File: config.mk
export PLATFORM = sky130hd
export DESIGN_NAME = system_bus_interconnect
export DESIGN_NICKNAME = d
export VERILOG_FILES = /design/src/rtl/sysbus_pkg.sv /design/src/rtl/sysbus_decoder.sv /design/src/rtl/system_bus_interconnect.sv
export SDC_FILE = /design/constraint.sdc
export NUM_CORES = 1
export LEC_CHECK = 0
export BUFFER_PORTS_ARGS = -buffer_cell sky130_fd_sc_hd__buf_2
export CAP_MARGIN = 40
export CELL_PAD_IN_SITES_DETAIL_PLACEMENT = 0
export CELL_PAD_IN_SITES_GLOBAL_PLACEMENT = 1
export CORE_MARGIN = 8
export CORE_UTILIZATION = 27
export DETAILED_ROUTE_END_ITERATION = 10
export MAX_ROUTING_LAYER = met4
export PLACE_DENSITY_LB_ADDON = 0.25
export SLEW_MARGIN = 20
export SYNTH_ARGS = -nofsm -noshare
export SYNTH_HDL_FRONTEND = slang
export SYNTH_HIERARCHICAL = 1
export SYNTH_SLANG_ARGS = --single-unit
File: constraint.sdc
create_clock -name clock -period 1.9 [get_ports clock]
set_input_delay 0.285 -clock clock [delete_from_list [all_inputs] [get_ports clock]]
set_output_delay 0.285 -clock clock [all_outputs]
set_load 0.02 [all_outputs]
File: src/rtl/sysbus_pkg.sv
// Shared definitions for the system bus interconnect: FSM state encoding,
// load-type encoding carried to the slaves, and the default address map.
package sysbus_pkg;

    typedef enum logic [1:0] {
        ST_IDLE   = 2'd0,
        ST_ACCESS = 2'd1,
        ST_RESP   = 2'd2
    } sysbus_state_e;

    typedef enum logic [2:0] {
        RT_LB  = 3'd0,
        RT_LH  = 3'd1,
        RT_LW  = 3'd2,
        RT_LBU = 3'd4,
        RT_LHU = 3'd5
    } read_type_e;

    // Four 64 KiB windows starting at 0; slave 0 sits in the LSBs.
    localparam logic [4*32-1:0] DEFAULT_BASE = {32'h0003_0000, 32'h0002_0000,
                                                32'h0001_0000, 32'h0000_0000};
    localparam logic [4*32-1:0] DEFAULT_MASK = {4{32'hFFFF_0000}};

endpackage

File: src/rtl/sysbus_decoder.sv
// Combinational address decoder: reports whether the address falls in any
// slave window and which slave owns it. Overlapping windows resolve to the
// lowest slave index.
module sysbus_decoder #(
    parameter int                       NUM_SLAVES = 4,
    parameter logic [NUM_SLAVES*32-1:0] SLAVE_BASE = '0,
    parameter logic [NUM_SLAVES*32-1:0] SLAVE_MASK = '0,
    parameter int                       IDX_W      = $clog2(NUM_SLAVES)
) (
    input  logic [31:0]      addr,
    output logic             hit,
    output logic [IDX_W-1:0] index
);

    // Scan from the top down so the lowest matching slave is written last.
    always_comb begin
        hit   = 1'b0;
        index = '0;
        for (int k = NUM_SLAVES - 1; k >= 0; k--) begin
            if ((addr & SLAVE_MASK[k*32 +: 32]) == SLAVE_BASE[k*32 +: 32]) begin
                hit   = 1'b1;
                index = IDX_W'(k);
            end
        end
    end

endmodule

File: src/rtl/system_bus_interconnect.sv
// Single-master to NUM_SLAVES bus interconnect with an IDLE/ACCESS/RESP FSM.
// Optional feature: define SYSBUS_TIMEOUT_EN to abort an ACCESS that has
// waited TIMEOUT_CYC cycles without s_ready; otherwise ACCESS waits forever.
//
// Handshake: the CPU raises cpu_req and holds it (with stable address and
// data) until the one-cycle cpu_ready pulse; a slave completes its access by
// raising its s_ready bit while its s_sel bit is high, and s_ready from any
// slave that is not selected is never looked at.
module system_bus_interconnect
    import sysbus_pkg::*;
#(
    parameter int                       NUM_SLAVES  = 4,
    parameter int                       DATA_W      = 32,
    parameter logic [NUM_SLAVES*32-1:0] SLAVE_BASE  = DEFAULT_BASE,
    parameter logic [NUM_SLAVES*32-1:0] SLAVE_MASK  = DEFAULT_MASK,
    parameter int                       TIMEOUT_CYC = 16,
    localparam int                      IDX_W       = $clog2(NUM_SLAVES)
) (
    input  logic                         clock,
    input  logic                         reset,
    // CPU side
    input  logic                         cpu_req,
    input  logic [31:0]                  cpu_addr,
    input  logic                         cpu_write_en,
    input  logic [DATA_W-1:0]            cpu_write_data,
    input  logic [2:0]                   cpu_read_type,
    output logic                         cpu_ready,
    output logic                         cpu_err,
    output logic [DATA_W-1:0]            cpu_read_data,
    output logic [IDX_W-1:0]             cpu_device_id,
    // Slave side
    output logic [NUM_SLAVES-1:0]        s_sel,
    output logic [31:0]                  s_addr,
    output logic                         s_write_en,
    output logic [DATA_W-1:0]            s_write_data,
    output logic [2:0]                   s_read_type,
    input  logic [NUM_SLAVES-1:0]        s_ready,
    input  logic [NUM_SLAVES*DATA_W-1:0] s_read_data,
    // FSM state for observation
    output logic [1:0]                   dbg_state
);

    localparam logic [1:0] S_IDLE   = 2'(ST_IDLE);
    localparam logic [1:0] S_ACCESS = 2'(ST_ACCESS);
    localparam logic [1:0] S_RESP   = 2'(ST_RESP);

    logic [1:0]        state;
    logic [31:0]       addr_q;
    logic [DATA_W-1:0] wdata_q;
    logic              we_q;
    logic [2:0]        rt_q;
    logic [IDX_W-1:0]  idx_q;
    logic              err_q;
    logic [DATA_W-1:0] rdata_q;
    logic [IDX_W-1:0]  dev_q;

    logic              dec_hit;
    logic [IDX_W-1:0]  dec_idx;
    logic              sel_ready;
    logic [DATA_W-1:0] sel_rdata;
    logic              to_expire;

    sysbus_decoder #(
        .NUM_SLAVES (NUM_SLAVES),
        .SLAVE_BASE (SLAVE_BASE),
        .SLAVE_MASK (SLAVE_MASK),
        .IDX_W      (IDX_W)
    ) u_decoder (
        .addr  (cpu_addr),
        .hit   (dec_hit),
        .index (dec_idx)
    );

    // Pick out only the latched slave's ready bit and read-data slice.
    always_comb begin
        sel_ready = 1'b0;
        sel_rdata = '0;
        for (int k = 0; k < NUM_SLAVES; k++) begin
            if (idx_q == IDX_W'(k)) begin
                sel_ready = s_ready[k];
                sel_rdata = s_read_data[k*DATA_W +: DATA_W];
            end
        end
    end

`ifdef SYSBUS_TIMEOUT_EN
    localparam int CNT_W = $clog2(TIMEOUT_CYC + 1);
    logic [CNT_W-1:0] to_cnt;

    assign to_expire = (to_cnt == CNT_W'(TIMEOUT_CYC - 1));

    // Count stalled ACCESS cycles; cleared whenever the FSM is not stalled.
    always_ff @(posedge clock) begin
        if (!reset) begin
            to_cnt <= '0;
        end else if (state == S_ACCESS && !sel_ready) begin
            to_cnt <= to_cnt + 1'b1;
        end else begin
            to_cnt <= '0;
        end
    end
`else
    assign to_expire = 1'b0;
`endif

    // Transaction FSM: latch the request, wait for the slave, report back.
    always_ff @(posedge clock) begin
        if (!reset) begin
            state   <= S_IDLE;
            addr_q  <= '0;
            wdata_q <= '0;
            we_q    <= 1'b0;
            rt_q    <= '0;
            idx_q   <= '0;
            err_q   <= 1'b0;
            rdata_q <= '0;
            dev_q   <= '0;
        end else begin
            case (state)
                S_IDLE: begin
                    if (cpu_req) begin
                        addr_q  <= cpu_addr;
                        wdata_q <= cpu_write_data;
                        we_q    <= cpu_write_en;
                        rt_q    <= cpu_read_type;
                        idx_q   <= dec_idx;
                        if (dec_hit) begin
                            state <= S_ACCESS;
                            err_q <= 1'b0;
                        end else begin
                            // Miss: answer straight away, no slave is touched.
                            state   <= S_RESP;
                            err_q   <= 1'b1;
                            rdata_q <= '0;
                            dev_q   <= dec_idx;
                        end
                    end
                end
                S_ACCESS: begin
                    if (sel_ready) begin
                        state   <= S_RESP;
                        err_q   <= 1'b0;
                        rdata_q <= we_q ? '0 : sel_rdata;
                        dev_q   <= idx_q;
                    end else if (to_expire) begin
                        state   <= S_RESP;
                        err_q   <= 1'b1;
                        rdata_q <= '0;
                        dev_q   <= idx_q;
                    end
                end
                S_RESP: begin
                    state <= S_IDLE;
                end
                default: begin
                    state <= S_IDLE;
                end
            endcase
        end
    end

    assign s_sel         = (state == S_ACCESS) ? (NUM_SLAVES'(1) << idx_q) : '0;
    assign s_write_en    = (state == S_ACCESS) && we_q;
    assign s_addr        = addr_q;
    assign s_write_data  = wdata_q;
    assign s_read_type   = rt_q;
    assign cpu_ready     = (state == S_RESP);
    assign cpu_err       = (state == S_RESP) && err_q;
    assign cpu_read_data = rdata_q;
    assign cpu_device_id = dev_q;
    assign dbg_state     = state;

endmodule

Word level (Yosys, flattened, before mapping)
Index checks and enable logic that the tools add are counted.
{ "totals": {"register_bits": 107, "latchBits": 0, "ramBits": 0, "rom_bits": 0, "input_bits": 203, "output_inout_bits": 110, "word_cells": 65, "memories": 0} }
{ "op_classes": {"addsub": 0, "n_mul": 0, "div_mod_pow": 0, "magnitude_cmp": 0, "n_eq_ne": 11, "shifts": 1, "n_mux": 34, "bitwise_logic": 0, "n_reduce_logical": 10} }
{ "ops": {"columns": ["cell", "n"], "rows": [
  ["$mux 32", 8],
  ["$pmux 32 s2", 1],
  ["$eq 16x2->1 const B", 2],
  ["$logic_not 32->1", 1],
  ["$mux 2", 10],
  ["$eq 16x1->1 const B", 1],
  ["$mux 1", 11],
  ["$pmux 2 s2", 2],
  ["$eq 2x2->1 const B", 3],
  ["$ne 2x2->1 const B", 3],
  ["$eq 2x1->1 const B", 2],
  ["$logic_not 2->1", 2],
  ["$mux 4", 1],
  ["$reduce_and 2->1", 2],
  ["$reduce_and 4->1", 1],
  ["$shl 1x2->4 const A", 1],
  ["$reduce_and 3->1", 1],
  ["$logic_and 1x1->1", 2],
  ["$pmux 1 s2", 1],
  ["$reduce_bool 2->1", 1]
]} }

Depth between registers and ports, before layout
{ "logic_depth": {"word_depth": 8, "depth_mapped": 6, "ltp_nobuf": 5} }

Cells and area by module
The synthesis kept the hierarchy.
{ "modules_own_cells": {"columns": ["mod", "instances", "cells_per_inst", "area_per_inst_um2", "seq_area_each_um2"], "rows": [
  ["system_bus_interconnect", 1, 536, 4799.6, 2142.1],
  ["sysbus_decoder", 1, 9, 78.8, 0.0]
]} }

Least setup slack after synthesis
No wires, ideal clock.
{ "synth_path": {"path_type": "input port to flip-flop", "start": "input cpu_addr[31]", "end": "register rdata_q[10], in the netlist cpu_read_data[10]", "setup_ns": 0.060, "arrival_ns": 1.946, "required_ns": 1.840, "path_slack_ns": -0.106, "stages": 6, "path_buffers": 1, "cell_sequence": "or4_4 -> nor4b_2 -> nor4b_2 -> a211oi_4 -> buf_6 -> a221o_1"} }
{ "synth_between": {"elab_chain_len": 7, "word_cells_on_any_way": 10, "cone_classes": "eq/ne: 4; mux: 4; reduce/logical: 2"} }
{ "synth_lines": {"columns": ["element", "line", "rtl"], "rows": [
  ["start, declared", "system_bus_interconnect.sv:23", "input logic [31:0] cpu_addr,"],
  ["$eq 16x2->1", "sysbus_decoder.sv:20", "if ((addr & SLAVE_MASK[k*32 +: 32]) == SLAVE_BASE[k*32 +: 32]) begin"],
  ["$mux 1 (3 in a row)", "sysbus_decoder.sv:20", null],
  ["$mux 1 (*)", "sysbus_decoder.sv:20", null],
  ["via dec_hit", "system_bus_interconnect.sv:57", "logic dec_hit;"],
  ["$ne 2x2->1 (no line) (*)", null, null],
  ["$reduce_and 4->1 (no line) (*)", null, null],
  ["end signal, assigned", "system_bus_interconnect.sv:143", "rdata_q <= we_q ? '0 : sel_rdata;"],
  ["end, declared", "system_bus_interconnect.sv:54", "logic [DATA_W-1:0] rdata_q;"]
]} }
The timed path passes the listed nets; every way through them passes the cells marked *.
A chain may end at the register's enable or synchronous reset.

Worst setup path in the final report
{ "layout_path": {"start": "register idx_q[0]", "end": "register rdata_q[19], in the netlist cpu_read_data[19]"} }
{ "layout_between": {"elab_chain_len": 8, "word_cells_on_any_way": 17, "cone_classes": "eq/ne: 4; mux: 11; reduce/logical: 2"} }
{ "layout_lines": {"columns": ["element", "line", "rtl"], "rows": [
  ["start, declared", "system_bus_interconnect.sv:52", "logic [IDX_W-1:0] idx_q;"],
  ["start signal, assigned", "system_bus_interconnect.sv:126", "idx_q <= dec_idx;"],
  ["$logic_not 2->1", "system_bus_interconnect.sv:79", "if (idx_q == IDX_W'(k)) begin"],
  ["$mux 32 (4 in a row)", "system_bus_interconnect.sv:79", null],
  ["$mux 32", "system_bus_interconnect.sv:143", null],
  ["$mux 32", "system_bus_interconnect.sv:140", "if (sel_ready) begin"],
  ["$pmux 32 s2", "system_bus_interconnect.sv:119", "case (state)"]
]} }
Several ways; a longest one is shown, not always the timed one. The select of a mux whose other input is x is not followed.

==> run summary <==
Synth top area share = 43.91%
Pre-antenna DRT Iters = 4
gp weighted congestion = 0.7822
Mapped Area = 4878 um2
I/O Buffers = 312
status = finished clean
DIE AREA = 22630 um2
Worst slew margin = 50.46%
final setup violating endpoints = 0
VDD IR-drop max = 408.7 uV
core box area = 17840 um2
DP HPWL = 15070 um
Global Route met1 Usage = 18.94%
Clock Path Buffers = 2
initial antenna violation count = 1
Iter 0 DRT Violations = 145
Vias/cell = 4.716
Arrival @ worst endpoint = 2110 ps
Post-synth EDFFs = 0
Initial Utilization = 27.34%
drt drc = 0
die height = 150.4 um
layout cell share with drive strength beyond 1 = 47.78%
max-cap viol count = 0
layout net count = 1052
max-slew violations = 0
CTS tree = yes
Hold WC Path Type = input pin to flop
Synth Warn # = 6
Hold Fails Final Rpt = 0
Die X-Extent = 150.4 um
vias in the first global route = 5181
worst slew pin tran = 740.7 ps
met3 Use GR = 5.170%
clk sink count = 107
Placed Instances = 1067
ys flop type = dfxtp_1
ys async rst share = 0%
skew final = 9.750 ps
total CTS buffers = 9
Post-DRT Antenna Nets = 0
PnR Total Power = 5039 uW
maximum clock rate = 551.6 MHz
Net Count, Synth = 748
Layout area overhead = 45.86%
largest net degree at the start of global routing = 74
fin crit period = 1813 ps
pwr dens = 708.1 nW/um2
clk slew on worst S/H paths = 80 ps
Post-Place Worst Slack = -210.1 ps
total gr overflow = 0
RSZ-0062 raised after global routing = no
# fillers = 1857
fin worst setup slack = 87.10 ps
final wirelength = 19410 um
Row Count = 49
largest cells by area after synthesis = dfxtp_1 (44%), nand2_1 (11%), mux2_2 (7.8%)
IO Pins = 313
Max stage delay on crit path = 620 ps
number of distinct library cells after synthesis = 44
Clock Root Buffer = clkbuf_16
Final Core Density = 39.88%
layer with the highest usage = met2
register area share after synthesis = 43.91%
first-pass GRT wire length = 28790 um
hold path depth = 3
worst skew pair latency = 350 ps
post-cts hold buffer count = 0
CP cell instances = mux4_2 > a211oi_4 > buf_12 > a221o_1
CP Launch Type = flop
period utilisation layout = 95.42%
Placed Area = 6813 um2
mean area per synthesized cell = 8.951 um2
nature of the critical path endpoint = flop
WS Path Type = flop to flop
Tot GR Track Use = 16.82%
Cells after Synth = 545
final instance area = 7116 um2
cell taking the most area after synthesis = dfxtp_1
H-tree levels = 3
routed length per instance = 17.91 um
post-synthesis register bit count = 107
Crit-path slowest cell = mux4_2
Static Leak = 0.003269 uW
FF-to-FF path depth = 4
met2 usage = 28.03%
Final Non-Filler Cells = 1084
Vias = 5112
crit path max fanout = 30
WP data required = 2200 ps
## cells in the mapped netlist (all sizes together) (2+ instances only)
library cell and count:
nor3 3, mux2i 34, buf 10, nand2b 2
and2 3, a211oi 3, nor4 33, inv 2
clkbuf 38, a21oi 70, nand2 144, nor4b 3
a221o 32, dfxtp 107, or3b 3, mux2 34
or4 3, nor2b 2, nor2 5
## final timing paths
kind,from,end,slack (ps)
max,idx_q[0],cpu_read_data[19],90
min,cpu_write_data[28],s_write_data[28],160
min reg2reg,s_write_data[1],s_write_data[1],450
max reg2reg,idx_q[0],cpu_read_data[19],90
## cell usage in the layout (no fill, tap or decap), types with 2 or more instances in the layout
| cell | instances |
|---|---|
| a211oi_1 | 2 |
| a21oi_1 | 70 |
| a221o_1 | 32 |
| and2_1 | 3 |
| buf_12 | 5 |
| buf_2 | 311 |
| buf_4 | 23 |
| buf_6 | 2 |
| clkbuf_16 | 9 |
| clkinv_4 | 2 |
| clkinvlp_4 | 2 |
| dfxtp_1 | 105 |
| inv_8 | 2 |
| mux2_2 | 34 |
| mux2i_1 | 32 |
| mux2i_2 | 2 |
| nand2_1 | 144 |
| nand2b_1 | 2 |
| nor2_1 | 5 |
| nor3_1 | 2 |
| nor4_1 | 32 |
| or3b_2 | 2 |
| or4_4 | 2 |
## layout make-up
class	count	area (um2)	area share, %
clock inverters	7	60.06	0.8440
flip-flops and latches	107	2147	30.17
diodes	1	2.502	0.03517
clock buffers	9	225.2	3.165
well taps	229	286.5	4.027
repair buffers	341	1852	26.02
multi-input cells	388	2535	35.63
inverters	2	7.507	0.1055
## logic make-up after synthesis
kind of cell / share of synthesized area, %
simple gates: 20.42
mux: 15.44
buf+inv: 4.693
compound gates: 15.54
flops: 43.91
## routing by layer
layer | vias up | routed length (um)
li1 | 2572 | -
met1 | 2321 | 7911
met2 | 206 | 9379
met3 | 13 | 1885
met4 | 0 | 235
met5 | - | 0
## through the flow
stage               hold slack [ps]  setup TNS (ps)
floorplan                     421.0               0
global placement              439.5           -6067
CTS                           140.6               0
global route                  147.6               0
detailed placement            443.1           -6564
finish                        158.7               0
## critical path: cells and delay by family (launching register included)
kind | cells | cell delay (ps)
AO/OA/AOI/OAI | 2 | 480
multiplexers | 1 | 620
flip-flops | 1 | 420
buffers and inverters | 1 | 220
## what timing repair did
item | 4_1_cts | 5_1_grt
gates cloned | 0 | 0
setup endpoints to repair | 3 | 2
resized for setup | 3 | 2
setup buffers | 0 | 0
## sequential cells by signal, summed over array words and instances, names as in the netlist
name / flops
cpu_read_data: 32
s_addr: 32
s_write_data: 32
s_read_type: 3
cpu_device_id: 2
dbg_state: 2
idx_q: 2
err_q: 1
we_q: 1
## power by group
part / switching [uW] / total, uW / internal (uW) / leakage (uW)
logic: 463 / 821 / 358 / 0.00226
registers: 42.4 / 2370 / 2330 / 0.000875
clock network: 933 / 1850 / 912 / 0.000135
total: 1440 / 5040 / 3600 / 0.00327
No activity file was read; power rests on OpenSTA's default activity.
